`config.mk`:
```
export PLATFORM = sky130hd
export DESIGN_NAME = hps_spi_bridge
export DESIGN_NICKNAME = d
export VERILOG_FILES = /design/src/rtl/hps_spi_pkg.sv /design/src/rtl/hps_spi_sync.sv /design/src/rtl/hps_spi_bridge.sv
export SDC_FILE = /design/constraint.sdc
export NUM_CORES = 1
export LEC_CHECK = 0
export BUFFER_PORTS_ARGS = -buffer_cell sky130_fd_sc_hd__buf_2
export CAP_MARGIN = 20
export CORE_ASPECT_RATIO = 0.6
export CORE_MARGIN = 2
export CORE_UTILIZATION = 55
export DETAILED_ROUTE_END_ITERATION = 10
export GPL_TIMING_DRIVEN = 0
export PLACE_DENSITY = 0.81
export SYNTH_ARGS = -nofsm -noshare
export SYNTH_HDL_FRONTEND = slang
export SYNTH_SLANG_ARGS = --single-unit
```
`constraint.sdc`:
```
create_clock -name sys_clk -period 4.9 [get_ports sys_clk]
set_clock_uncertainty 0.15 [all_clocks]
set_input_delay 0.49 -clock sys_clk [delete_from_list [all_inputs] [get_ports sys_clk]]
set_output_delay 0.49 -clock sys_clk [all_outputs]
set_load 0.02 [all_outputs]
```
`src/rtl/hps_spi_pkg.sv`:
```
// Shared types and helpers for the HPS SPI slave bridge.
package hps_spi_pkg;

  typedef enum logic {
    IDLE   = 1'b0,
    ACTIVE = 1'b1
  } state_t;

  localparam int EDGE_RISE = 0;
  localparam int EDGE_FALL = 1;

  // Shift one bit into a word of 'width' bits; LSB-first inserts at the top of the word.
  function automatic logic [31:0] word_shift(input logic [31:0] word, input logic b,
                                             input logic msb_first, input int unsigned width);
    logic [31:0] r;
    if (msb_first) begin
      r = {word[30:0], b};
    end else begin
      r = word >> 1;
      r[width-1] = b;
    end
    return r;
  endfunction

endpackage

```
`src/rtl/hps_spi_sync.sv`:
```
// Multi-stage synchroniser with configurable reset level and edge detect on the synced value.
module hps_spi_sync #(
  parameter int   STAGES  = 2,
  parameter logic RST_VAL = 1'b0
) (
  input  logic i_clk,
  input  logic i_rst_n,
  input  logic i_d,
  output logic o_q,
  output logic o_rise,
  output logic o_fall
);

  logic [STAGES-1:0] r_sync;
  logic              r_prev;

  always_ff @(posedge i_clk or negedge i_rst_n) begin
    if (!i_rst_n) begin
      r_sync <= {STAGES{RST_VAL}};
      r_prev <= RST_VAL;
    end else begin
      r_sync <= {r_sync[STAGES-2:0], i_d};
      r_prev <= r_sync[STAGES-1];
    end
  end

  assign o_q    = r_sync[STAGES-1];
  assign o_rise = r_sync[STAGES-1] & ~r_prev;
  assign o_fall = ~r_sync[STAGES-1] & r_prev;

endmodule

```
`src/rtl/hps_spi_bridge.sv`:
```
// SPI slave bridging the HPS SPI master to the core command decoder, oversampled in sys_clk.
module hps_spi_bridge
  import hps_spi_pkg::*;
#(
  parameter int WORD_W      = 16,
  parameter int SAMPLE_EDGE = 1,
  parameter int MSB_FIRST   = 1,
  parameter int SYNC_STAGES = 2,
  parameter int IDX_W       = 8
) (
  input  logic              sys_clk,
  input  logic              reset_n,
  input  logic              spi_clk,
  input  logic              spi_cs,
  input  logic              spi_mosi,
  output logic              spi_miso,
  output logic [WORD_W-1:0] rx_data,
  output logic              rx_valid,
  output logic [IDX_W-1:0]  rx_index,
  input  logic [WORD_W-1:0] tx_data,
  output logic              tx_req,
  output logic              frame_active,
  output logic              frame_end,
  output logic              err_short
);

  localparam int CNT_W = $clog2(WORD_W);
  localparam logic MSBF = (MSB_FIRST != 0);

  state_t r_state, w_state_nxt;

  logic w_clk_q, w_clk_rise, w_clk_fall;
  logic w_cs_q, w_cs_rise, w_cs_fall;
  logic w_mosi_q, w_mosi_rise, w_mosi_fall;
  logic w_unused;

  logic [SYNC_STAGES-1:0] r_warm;
  logic                   r_armed;
  logic [CNT_W-1:0]       r_bit_cnt;
  logic [IDX_W-1:0]       r_index;
  logic [WORD_W-1:0]      r_rx_shift;
  logic [WORD_W-1:0]      r_tx_shift;
  logic                   r_sampled;
  logic                   r_load_pending;
  logic [WORD_W-1:0]      r_rx_data;
  logic                   r_rx_valid;
  logic [IDX_W-1:0]       r_rx_index;
  logic                   r_frame_end;
  logic                   r_err_short;

  logic              w_samp_edge, w_shift_edge;
  logic              w_start, w_stop, w_samp, w_shift, w_load, w_last;
  logic [WORD_W-1:0] w_rx_next, w_tx_next;

  hps_spi_sync #(.STAGES(SYNC_STAGES), .RST_VAL(1'b0)) u_clk_sync (
    .i_clk(sys_clk), .i_rst_n(reset_n), .i_d(spi_clk),
    .o_q(w_clk_q), .o_rise(w_clk_rise), .o_fall(w_clk_fall)
  );

  hps_spi_sync #(.STAGES(SYNC_STAGES), .RST_VAL(1'b1)) u_cs_sync (
    .i_clk(sys_clk), .i_rst_n(reset_n), .i_d(spi_cs),
    .o_q(w_cs_q), .o_rise(w_cs_rise), .o_fall(w_cs_fall)
  );

  hps_spi_sync #(.STAGES(SYNC_STAGES), .RST_VAL(1'b0)) u_mosi_sync (
    .i_clk(sys_clk), .i_rst_n(reset_n), .i_d(spi_mosi),
    .o_q(w_mosi_q), .o_rise(w_mosi_rise), .o_fall(w_mosi_fall)
  );

  assign w_unused = &{w_clk_q, w_mosi_rise, w_mosi_fall};

  assign w_samp_edge  = (SAMPLE_EDGE == EDGE_FALL) ? w_clk_fall : w_clk_rise;
  assign w_shift_edge = (SAMPLE_EDGE == EDGE_FALL) ? w_clk_rise : w_clk_fall;

  assign w_rx_next = WORD_W'(word_shift(32'(r_rx_shift), w_mosi_q, MSBF, WORD_W));
  assign w_tx_next = WORD_W'(word_shift(32'(r_tx_shift), 1'b0, MSBF, WORD_W));

  always_comb begin
    w_state_nxt = r_state;
    w_start     = 1'b0;
    w_stop      = 1'b0;
    case (r_state)
      IDLE: begin
        if (w_cs_fall && r_armed) begin
          w_start     = 1'b1;
          w_state_nxt = ACTIVE;
        end
      end
      ACTIVE: begin
        if (w_cs_rise) begin
          w_stop      = 1'b1;
          w_state_nxt = IDLE;
        end
      end
      default: w_state_nxt = IDLE;
    endcase
  end

  // Shift edges only count once a bit has been sampled, and never on the closing cycle.
  assign w_samp  = (r_state == ACTIVE) && w_samp_edge;
  assign w_shift = (r_state == ACTIVE) && w_shift_edge && r_sampled && !w_cs_rise;
  assign w_load  = w_shift && r_load_pending;
  assign w_last  = w_samp && (r_bit_cnt == CNT_W'(WORD_W - 1));

  always_ff @(posedge sys_clk or negedge reset_n) begin
    if (!reset_n) begin
      r_state <= IDLE;
    end else begin
      r_state <= w_state_nxt;
    end
  end

  always_ff @(posedge sys_clk or negedge reset_n) begin
    if (!reset_n) begin
      r_warm         <= '0;
      r_armed        <= 1'b0;
      r_bit_cnt      <= '0;
      r_index        <= '0;
      r_rx_shift     <= '0;
      r_tx_shift     <= '0;
      r_sampled      <= 1'b0;
      r_load_pending <= 1'b0;
      r_rx_data      <= '0;
      r_rx_valid     <= 1'b0;
      r_rx_index     <= '0;
      r_frame_end    <= 1'b0;
      r_err_short    <= 1'b0;
    end else begin
      // The cs synchroniser only carries real pin samples once r_warm has filled.
      r_warm <= {r_warm[SYNC_STAGES-2:0], 1'b1};
      if (r_warm[SYNC_STAGES-1] && w_cs_q) begin
        r_armed <= 1'b1;
      end
      r_rx_valid  <= 1'b0;
      r_frame_end <= w_stop;

      if (w_start) begin
        r_tx_shift     <= tx_data;
        r_rx_shift     <= '0;
        r_bit_cnt      <= '0;
        r_index        <= '0;
        r_err_short    <= 1'b0;
        r_sampled      <= 1'b0;
        r_load_pending <= 1'b0;
      end

      if (w_samp) begin
        r_rx_shift <= w_rx_next;
        r_sampled  <= 1'b1;
        if (w_last) begin
          r_rx_data      <= w_rx_next;
          r_rx_valid     <= 1'b1;
          r_rx_index     <= r_index;
          r_bit_cnt      <= '0;
          r_load_pending <= 1'b1;
          if (r_index != {IDX_W{1'b1}}) begin
            r_index <= r_index + 1'b1;
          end
        end else begin
          r_bit_cnt <= r_bit_cnt + 1'b1;
        end
      end

      if (w_shift) begin
        r_sampled <= 1'b0;
        if (r_load_pending) begin
          r_tx_shift     <= tx_data;
          r_load_pending <= 1'b0;
        end else begin
          r_tx_shift <= w_tx_next;
        end
      end

      // A sample in the closing cycle is counted before deciding the word was short.
      if (w_stop) begin
        r_load_pending <= 1'b0;
        r_sampled      <= 1'b0;
        if (!w_last && (w_samp || (r_bit_cnt != '0))) begin
          r_err_short <= 1'b1;
        end
      end
    end
  end

  assign tx_req       = w_start || w_load;
  assign frame_active = (r_state == ACTIVE);
  assign spi_miso     = (r_state == ACTIVE) && (MSBF ? r_tx_shift[WORD_W-1] : r_tx_shift[0]);
  assign rx_data      = r_rx_data;
  assign rx_valid     = r_rx_valid;
  assign rx_index     = r_rx_index;
  assign frame_end    = r_frame_end;
  assign err_short    = r_err_short;

endmodule

```
# == Yosys cells after proc, flatten, opt, wreduce, memory -nomap -nowiden ==
# Index checks and enable logic that the tools add are counted.
# W data, S select, Z words.
# word_totals
regBits,84
elab_cells,84
# op_classes
muxes,33
n_reduce_logical,19
n_bitwise,9
add_sub_neg,2
n_eq_ne,2
# op_table
operator,count
$mux W16,3
$mux W8,4
$mux W15,2
$mux W1,20
$mux W4,3
$logic_and A1 B1 Y1,10
$add A8 B1 Y8 const B,1
$ne A8 B8 Y1 const B,1
$reduce_bool A4 Y1,2
$not A1 Y1,5
$add A4 B1 Y4 const B,1
$and A1 B1 Y1,4
$eq A4 B4 Y1 const B,1
$reduce_bool A2 Y1,2
$logic_not A1 Y1,2
$logic_or A1 B1 Y1,2
$pmux W1 S2,1
$reduce_and A2 Y1,1

# == Longest topological paths before layout ==
# Gate-level depths: netlist of run 1.
# depth
word_depth,11
mapped_depth,8
depth_no_buf,6

# == Modules after synthesis ==
# From an unflattened synthesis of run 1, not the netlist that was laid out.
# unflattened
hier_cells,351
area_unflattened_um2,3480.8
# modules_own_cells
module,seq_area_each_um2,instances,area_per_inst_um2,cells_each
hps_spi_bridge,1901.8,1,3206.8,336
hps_spi_sync (u_clk_sync ...),75.1,2,90.1,5
hps_spi_sync (u_cs_sync),78.8,1,93.8,5

# == Least setup slack after synthesis of run 1 ==
# Ideal clock, no wire load.
# synth_path
path_type,reg2out
startpoint,register r_state (netlist: frame_active)
endpoint,output port tx_req
n_path_buf,2
path_stages_with_launch,6
path_slack_ps,2951
required_ps,4260
arrival_ps,1309
path_cell_list,dfrtp_1 > buf_6 > and4bb_4 > a31oi_4 > buf_6 > inv_2
# synth_between
elab_chain_len,5
word_cells_on_any_way,6
classes_between,1 x mux; 5 x reduce/logical
# synth_rtl
item,line_no,text
"start, declared",hps_spi_bridge.sv:30,"state_t r_state, w_state_nxt;"
"start signal, assigned",hps_spi_bridge.sv:109,r_state <= w_state_nxt;
$logic_and A1 B1 Y1 (3 in series),hps_spi_bridge.sv:101,assign w_shift = (r_state == ACTIVE) && w_shift_edge && r_sampled && !w_cs_rise;
$logic_and A1 B1 Y1,hps_spi_bridge.sv:102,assign w_load = w_shift && r_load_pending;
$logic_or A1 B1 Y1 (*),hps_spi_bridge.sv:185,assign tx_req = w_start || w_load;
"end, declared",hps_spi_bridge.sv:21,"output logic tx_req,"
# Mark *: on every way between the ends. The rest lies on a longest branch, timed or not.

# == Worst setup path after layout of run 1 ==
# layout_path
startpoint,register u_cs_sync.r_sync[1]
endpoint,output port tx_req
# layout_between
elab_chain_len,6
word_cells_on_any_way,10
classes_between,2 x mux; 3 x bitwise; 5 x reduce/logical
# layout_rtl
item,line_no,text
"start, declared",hps_spi_sync.sv:14,logic [STAGES-1:0] r_sync;
"start signal, assigned",hps_spi_sync.sv:19,r_sync <= {STAGES{RST_VAL}};
"start signal, assigned",hps_spi_sync.sv:22,"r_sync <= {r_sync[STAGES-2:0], i_d};"
$not A1 Y1,hps_spi_sync.sv:29,assign o_fall = ~r_sync[STAGES-1] & r_prev;
$and A1 B1 Y1,hps_spi_sync.sv:29,
$logic_and A1 B1 Y1,hps_spi_bridge.sv:84,if (w_cs_fall && r_armed) begin
$mux W1,hps_spi_bridge.sv:84,
$mux W1,hps_spi_bridge.sv:82,case (r_state)
$logic_or A1 B1 Y1 (*),hps_spi_bridge.sv:185,
# Marked as above.

==> results of run 1 <==
==> layer usage <==
metal | vias to the layer above | GRT usage, %
met2 | 62 | 28.8
met4 | 0 | 7.00
li1 | 1160 | -
met5 | - | 0
met3 | 9 | 5.94
met1 | 1217 | 31.9
==> cell usage in the layout (no fill, tap or decap), drive strengths merged <==
cell type and n:
buf 64, nor4 1, and4b 1, nand2b 1, xnor2 2, a32o 1, inv 9, bufinv 2
nand3b 1, o31ai 1, or3 2, ha 3, a22o 18, o221ai 1, and3b 2, a31oi 3
a221o 15, nor3 1, nand3 9, a21o 2, a21oi 7, conb 1, dlygate4sd3 1, and4bb 1
dfrtp 81, nor2b 15, nand4 3, and3 1, o211ai 3, o21ai 11, clkbuf 11, nand2 76
clkinv 2, and2 1, dfstp 3, nor2 9
==> through the flow <==
step / utilization, % / worst slack [ps] / hold WS, ps / power, uW / cell area [um2]
5_1_grt: 66.3 / 2360 / 69.4 / 1600 / 4000
4_1_cts: 66.3 / 2440 / 76.4 / 1540 / 4000
3_3_place_gp: 61.8 / 2600 / 182 / 972 / 3720
2_1_floorplan: - / 2950 / 44.4 / 921 / 3370
6_report: 66.3 / 2460 / 93.8 / 1530 / 4000
3_5_place_dp: 62.3 / 2830 / 185 / 986 / 3750
==> registers in the layout (all words and copies together) (netlist names) <==
register            cells
r_rx_shift             15
u_clk_sync.r_sync       2
r_bit_cnt               4
frame_end               1
u_clk_sync.r_prev       1
r_warm                  2
rx_index                8
r_tx_shift             16
r_load_pending          1
rx_data                16
rx_valid                1
r_sampled               1
u_cs_sync.r_prev        1
r_armed                 1
r_index                 8
err_short               1
u_cs_sync.r_sync        2
u_mosi_sync.r_sync      2
frame_active            1
==> final cells by class <==
| type | instances | area [um2] | area share, % |
|---|---|---|---|
| inverters | 8 | 30.0 | 0.751 |
| flip-flops and latches | 84 | 2110 | 52.7 |
| plain buffers | 13 | 88.8 | 2.22 |
| clock inverters | 5 | 82.6 | 2.07 |
| well taps | 84 | 105 | 2.63 |
| repair buffers | 52 | 290 | 7.26 |
| multi-input cells | 192 | 1140 | 28.6 |
| clock buffers | 11 | 151 | 3.79 |
==> how the worst max path moves through the flow <==
stage                     cells after the start        end  slack, ps
final                                         5     tx_req       2460
after detailed placement                      5     tx_req       2830
after global placement                        1  r_warm[0]       2600
after floorplan                               5     tx_req       2950
after CTS                                     5     tx_req       2440
after global routing                          5     tx_req       2360
==> repair_timing <==
action	CTS	global route
gates resized for setup	0	0
setup buffers	0	0
hold buffers	1	0
endpoints found under the hold margin	22	0
==> logic make-up (layout without fill, tap and decap cells) <==
| logic type | count (synthesis) | count (layout) | share of synthesized area, % |
|---|---|---|---|
| adder cells (fa/ha/maj) | 3 | 3 | 1.11 |
| AO/OA/AOI/OAI | 62 | 62 | 15.0 |
| buffers and inverters | 21 | 89 | 3.53 |
| other | 1 | 1 | 0.111 |
| XOR/XNOR | 2 | 2 | 0.520 |
| flip-flops | 84 | 84 | 62.5 |
| AND/OR/NAND/NOR | 124 | 124 | 17.2 |
==> report_power, final <==
group / switching (uW) / internal, uW
Combinational: 80.6 / 83.6
Clock: 239 / 317
Sequential: 50.3 / 761
==> reports/results.ini, run 1 <==
[timing]
maxSlewViolCount = 0
finalCritPeriodShare_pct = 49.8
fmax_ghz = 0.410
period_minus_slack_ps = 2440
setup_viol = 0
fin_setup_tns_ps = 0
rsz0062_at_grt = no
max_slew_margin_pct = 61.8
hold_violations = 0
tightestPinTransition_ps = 570

[power_and_ir_drop]
vdd_ir_drop_max_uv = 211
power_density_nw_per_um2 = 383
leakage_uw = 0.00206

[synth]
synth_area_um2 = 3370
synth_top_cell_by_area = dfrtp_1
seq_area_frac_synth_pct = 62.5
synth_warnings = 0
syn_nets = 321
ys_ff_latch = 84
synth_top_area_share_pct = 60.2
synth_area_leaders = dfrtp_1 60%, nand2_1 8.5%, a22o_1 4.7%, a221o_1 4.5%, nor2b_1 2.8%
postSynthAreaPerCell_um2 = 11.3
async_reset_ff_share_pct = 100
yosys-top-cells-count = 81 x dfrtp_1, 76 x nand2_1, 18 x a22o_1
synthCells = 297
synth_flop_cell = dfrtp_1
ys_types = 38
synth.most_common_cell = dfrtp_1
synth_edf_count = 0

[drt]
postRouteAntennaNets = 0
wl_met2_mm = 2.77
top_layer_used = met4
wl_met3_um = 372
wl_per_cell_um = 14.4
dr.pass1.iters = 5
viasPerCell = 5.45
via_count = 2448
drc = 0
m1WireLength_mm = 3.26
wirelength_mm = 6.48
detail_route.iter0.violations = 223

[global_route]
grt_pass1_wl_mm = 11.1
overflow = 0
grt_util_all_layers_pct = 20.9
antenna_found_initial = 0
grt_max_degree = 63
first_global_vias = 2295

[worst_hold_path]
min_path_type = input pin to flop
whs_path_depth = 1
hold_end = u_cs_sync.r_sync[0]
hold_start = spi_cs

[placement]
dp.cells = 432
dpl.hpwl_mm = 4.48
port_buffers = 50
gp_congestion = 0.864

[clock_network]
cts_buffer_depth = 2
clock_sinks = 84
cts_buffers = 9
path_clk_slew_ps = 80
clock_latency_ps = 340
htreeDepth = 3
cts_tree = done
cts_root_buf = clkbuf_8

[die]
start_util_pct = 55.9
die-width_um = 105
coreArea_um2 = 6030
io_pins = 51
die-area_um2 = 6790
die_h_um = 64.6
rows = 22

[worst_setup_path]
reg2reg_to = r_index[2]
required_ps = 4260
worst-path-buf-inv = 3
critPathMaxFanout = 10
critPathCaptureType = primary output
r2r_cells = 5
critPathLaunchType = flop
cp_data_arrival_time_ps = 1800
cp_top_family = flip-flops
reg2reg_slack_ps = 2850
cpMaxStageDelayCell = dfstp_2
critPathKind = flop to primary output
worstPathCellList = and4bb_4, a31oi_4, buf_6, inv_2, buf_2
cpPeakStageDelay_ps = 580
r2r_start = r_index[0]
startpoint = u_cs_sync.r_sync[1]

[final_layout]
area_delta_synth_final_pct = 18.7
drive_above_1_share_pct = 24.9
layout.cells.non_filler = 449
final_nets = 384
fillCellCount = 453
antenna_cells = 0

[run]
maxCapViolations = 0

[run_status]
status = finished clean

No activity file was read; power rests on OpenSTA's default activity.
==> inputs of run 2 (changes only) <==
==> constraint.sdc (replaced) <==
create_clock -name sys_clk -period 2.4 [get_ports sys_clk]
set_clock_uncertainty 0.15 [all_clocks]
set_input_delay 0.24 -clock sys_clk [delete_from_list [all_inputs] [get_ports sys_clk]]
set_output_delay 0.24 -clock sys_clk [all_outputs]
set_load 0.02 [all_outputs]
==> reports/results.ini, run 2 (same netlist as run 1, synthesis figures left out) <==
[die]
coreArea_um2 = 6030
io_pins = 51
die-width_um = 105
die_h_um = 64.6
rows = 22
start_util_pct = 55.9
die-area_um2 = 6790

[timing]
period_minus_slack_ps = 2180
rsz0062_at_grt = no
tightestPinTransition_ps = 538
fmax_ghz = 0.458
finalCritPeriodShare_pct = 90.9
maxSlewViolCount = 0
setup_viol = 0
max_slew_margin_pct = 64.0
fin_setup_tns_ps = 0
hold_violations = 0

[drt]
drc = 0
viasPerCell = 5.42
postRouteAntennaNets = 0
wirelength_mm = 6.47
wl_per_cell_um = 14.3
detail_route.iter0.violations = 216
via_count = 2453
dr.pass1.iters = 5

[global_route]
grt_util_all_layers_pct = 21.1
grt_max_degree = 63
antenna_found_initial = 0
grt_pass1_wl_mm = 11.2
first_global_vias = 2315
overflow = 0

[worst_setup_path]
cpMaxStageDelayCell = dfstp_2
worstPathCellList = and4bb_4, a31oi_4, buf_6, inv_2, buf_2
critPathMaxFanout = 10
critPathLaunchType = flop
critPathKind = flop to primary output
cpPeakStageDelay_ps = 580
required_ps = 2010
cp_data_arrival_time_ps = 1790
critPathCaptureType = primary output
r2r_cells = 5

[final_layout]
final_common_cell = dfrtp_1
finish.utilization_pct = 67.0
layout.area.seq_um2 = 2110
drive_above_1_share_pct = 24.7
area_delta_synth_final_pct = 19.9
final_nets = 388
antenna_cells = 0
final_cell_mix = 81 x dfrtp_1, 76 x nand2_1, 57 x buf_2, 18 x a22o_1
fillCellCount = 452
multi_input_area_um2 = 1140

[placement]
gp_congestion = 0.864
port_buffers = 50
dpl.hpwl_mm = 4.48

[clock_network]
cts_buffers = 9
cts_setup_buffers = 0
path_clk_slew_ps = 80
cts_tree = done
clock_sinks = 84
cts_buffer_depth = 2
htreeDepth = 3
cts_root_buf = clkbuf_8
clock_latency_ps = 340

[power_and_ir_drop]
vdd_ir_drop_max_uv = 425
fin_total_pwr_uw = 3130
leakage_uw = 0.00208
power_density_nw_per_um2 = 775

[worst_hold_path]
min_path_type = input pin to flop
whs_path_depth = 3

[run]
maxCapViolations = 0

[run_status]
status = finished clean

-- run 2: cell count changes in the layout (fill, tap and decap cells not counted), sizes merged --
cell / before / now
dlygate4sd3: 1 / 5
-- run 2: metrics by stage --
stage                     instance area [um2]  cells  hold slack (ps)  setup slack, ps
after CTS                                4040    453             51.9              194
after global routing                     4040    453             73.3              109
after detailed placement                 3750    432             2.51              380
final                                    4040    453             67.0              218
after floorplan                          3370    297             -206              597
after global placement                   3720    431              182              348
-- run 2: layer usage --
layer | track usage (%) | wire, um
met1 | 31.9 | 3220
met2 | 29.2 | 2810
met3 | 5.94 | 383
met4 | 7.00 | 63
met5 | 0 | 0
-- run 2: repair_timing --
action                    4_1_cts  5_1_grt
gates resized for setup         0        0
hold buffers                    5        0
hold endpoints to repair       85        0
-- run 2: final timing paths --
kind | from | to | slack [ps]
setup / recovery | u_cs_sync.r_sync[1] | tx_req | 220
hold / removal | tx_data[10] | r_tx_shift[10] | 70
setup reg to reg | r_index[0] | r_index[2] | 380
hold reg to reg | u_mosi_sync.r_sync[0] | u_mosi_sync.r_sync[1] | 200
max in group asynchronous | reset_n | u_cs_sync.r_sync[1] | 1280
min in group asynchronous | reset_n | rx_data[9] | 170
-- run 2: area by class of cell --
cell class / instances / share of cell area, %
clock buffer: 11 / 3.75
inverter: 8 / 0.743
sequential: 84 / 52.1
clock inverter: 5 / 2.04
buffer: 13 / 2.20
timing repair buffer: 56 / 8.18
multi-input combinational: 192 / 28.3
tap: 84 / 2.60
-- run 2: worst max-delay path: cells and delay by family (launching register included) --
kind,cells,cell delay (ps)
flops,1,580
compound gates,1,250
buf+inv,3,370
simple gates,1,260
-- run 2: power by group --
part	leakage, uW	switching [uW]	internal, uW	total [uW]
sequential	0.00111	103	1550	1660
combinational	0.000849	165	175	340
clock	0.000120	487	647	1130
total	0.00208	756	2380	3130
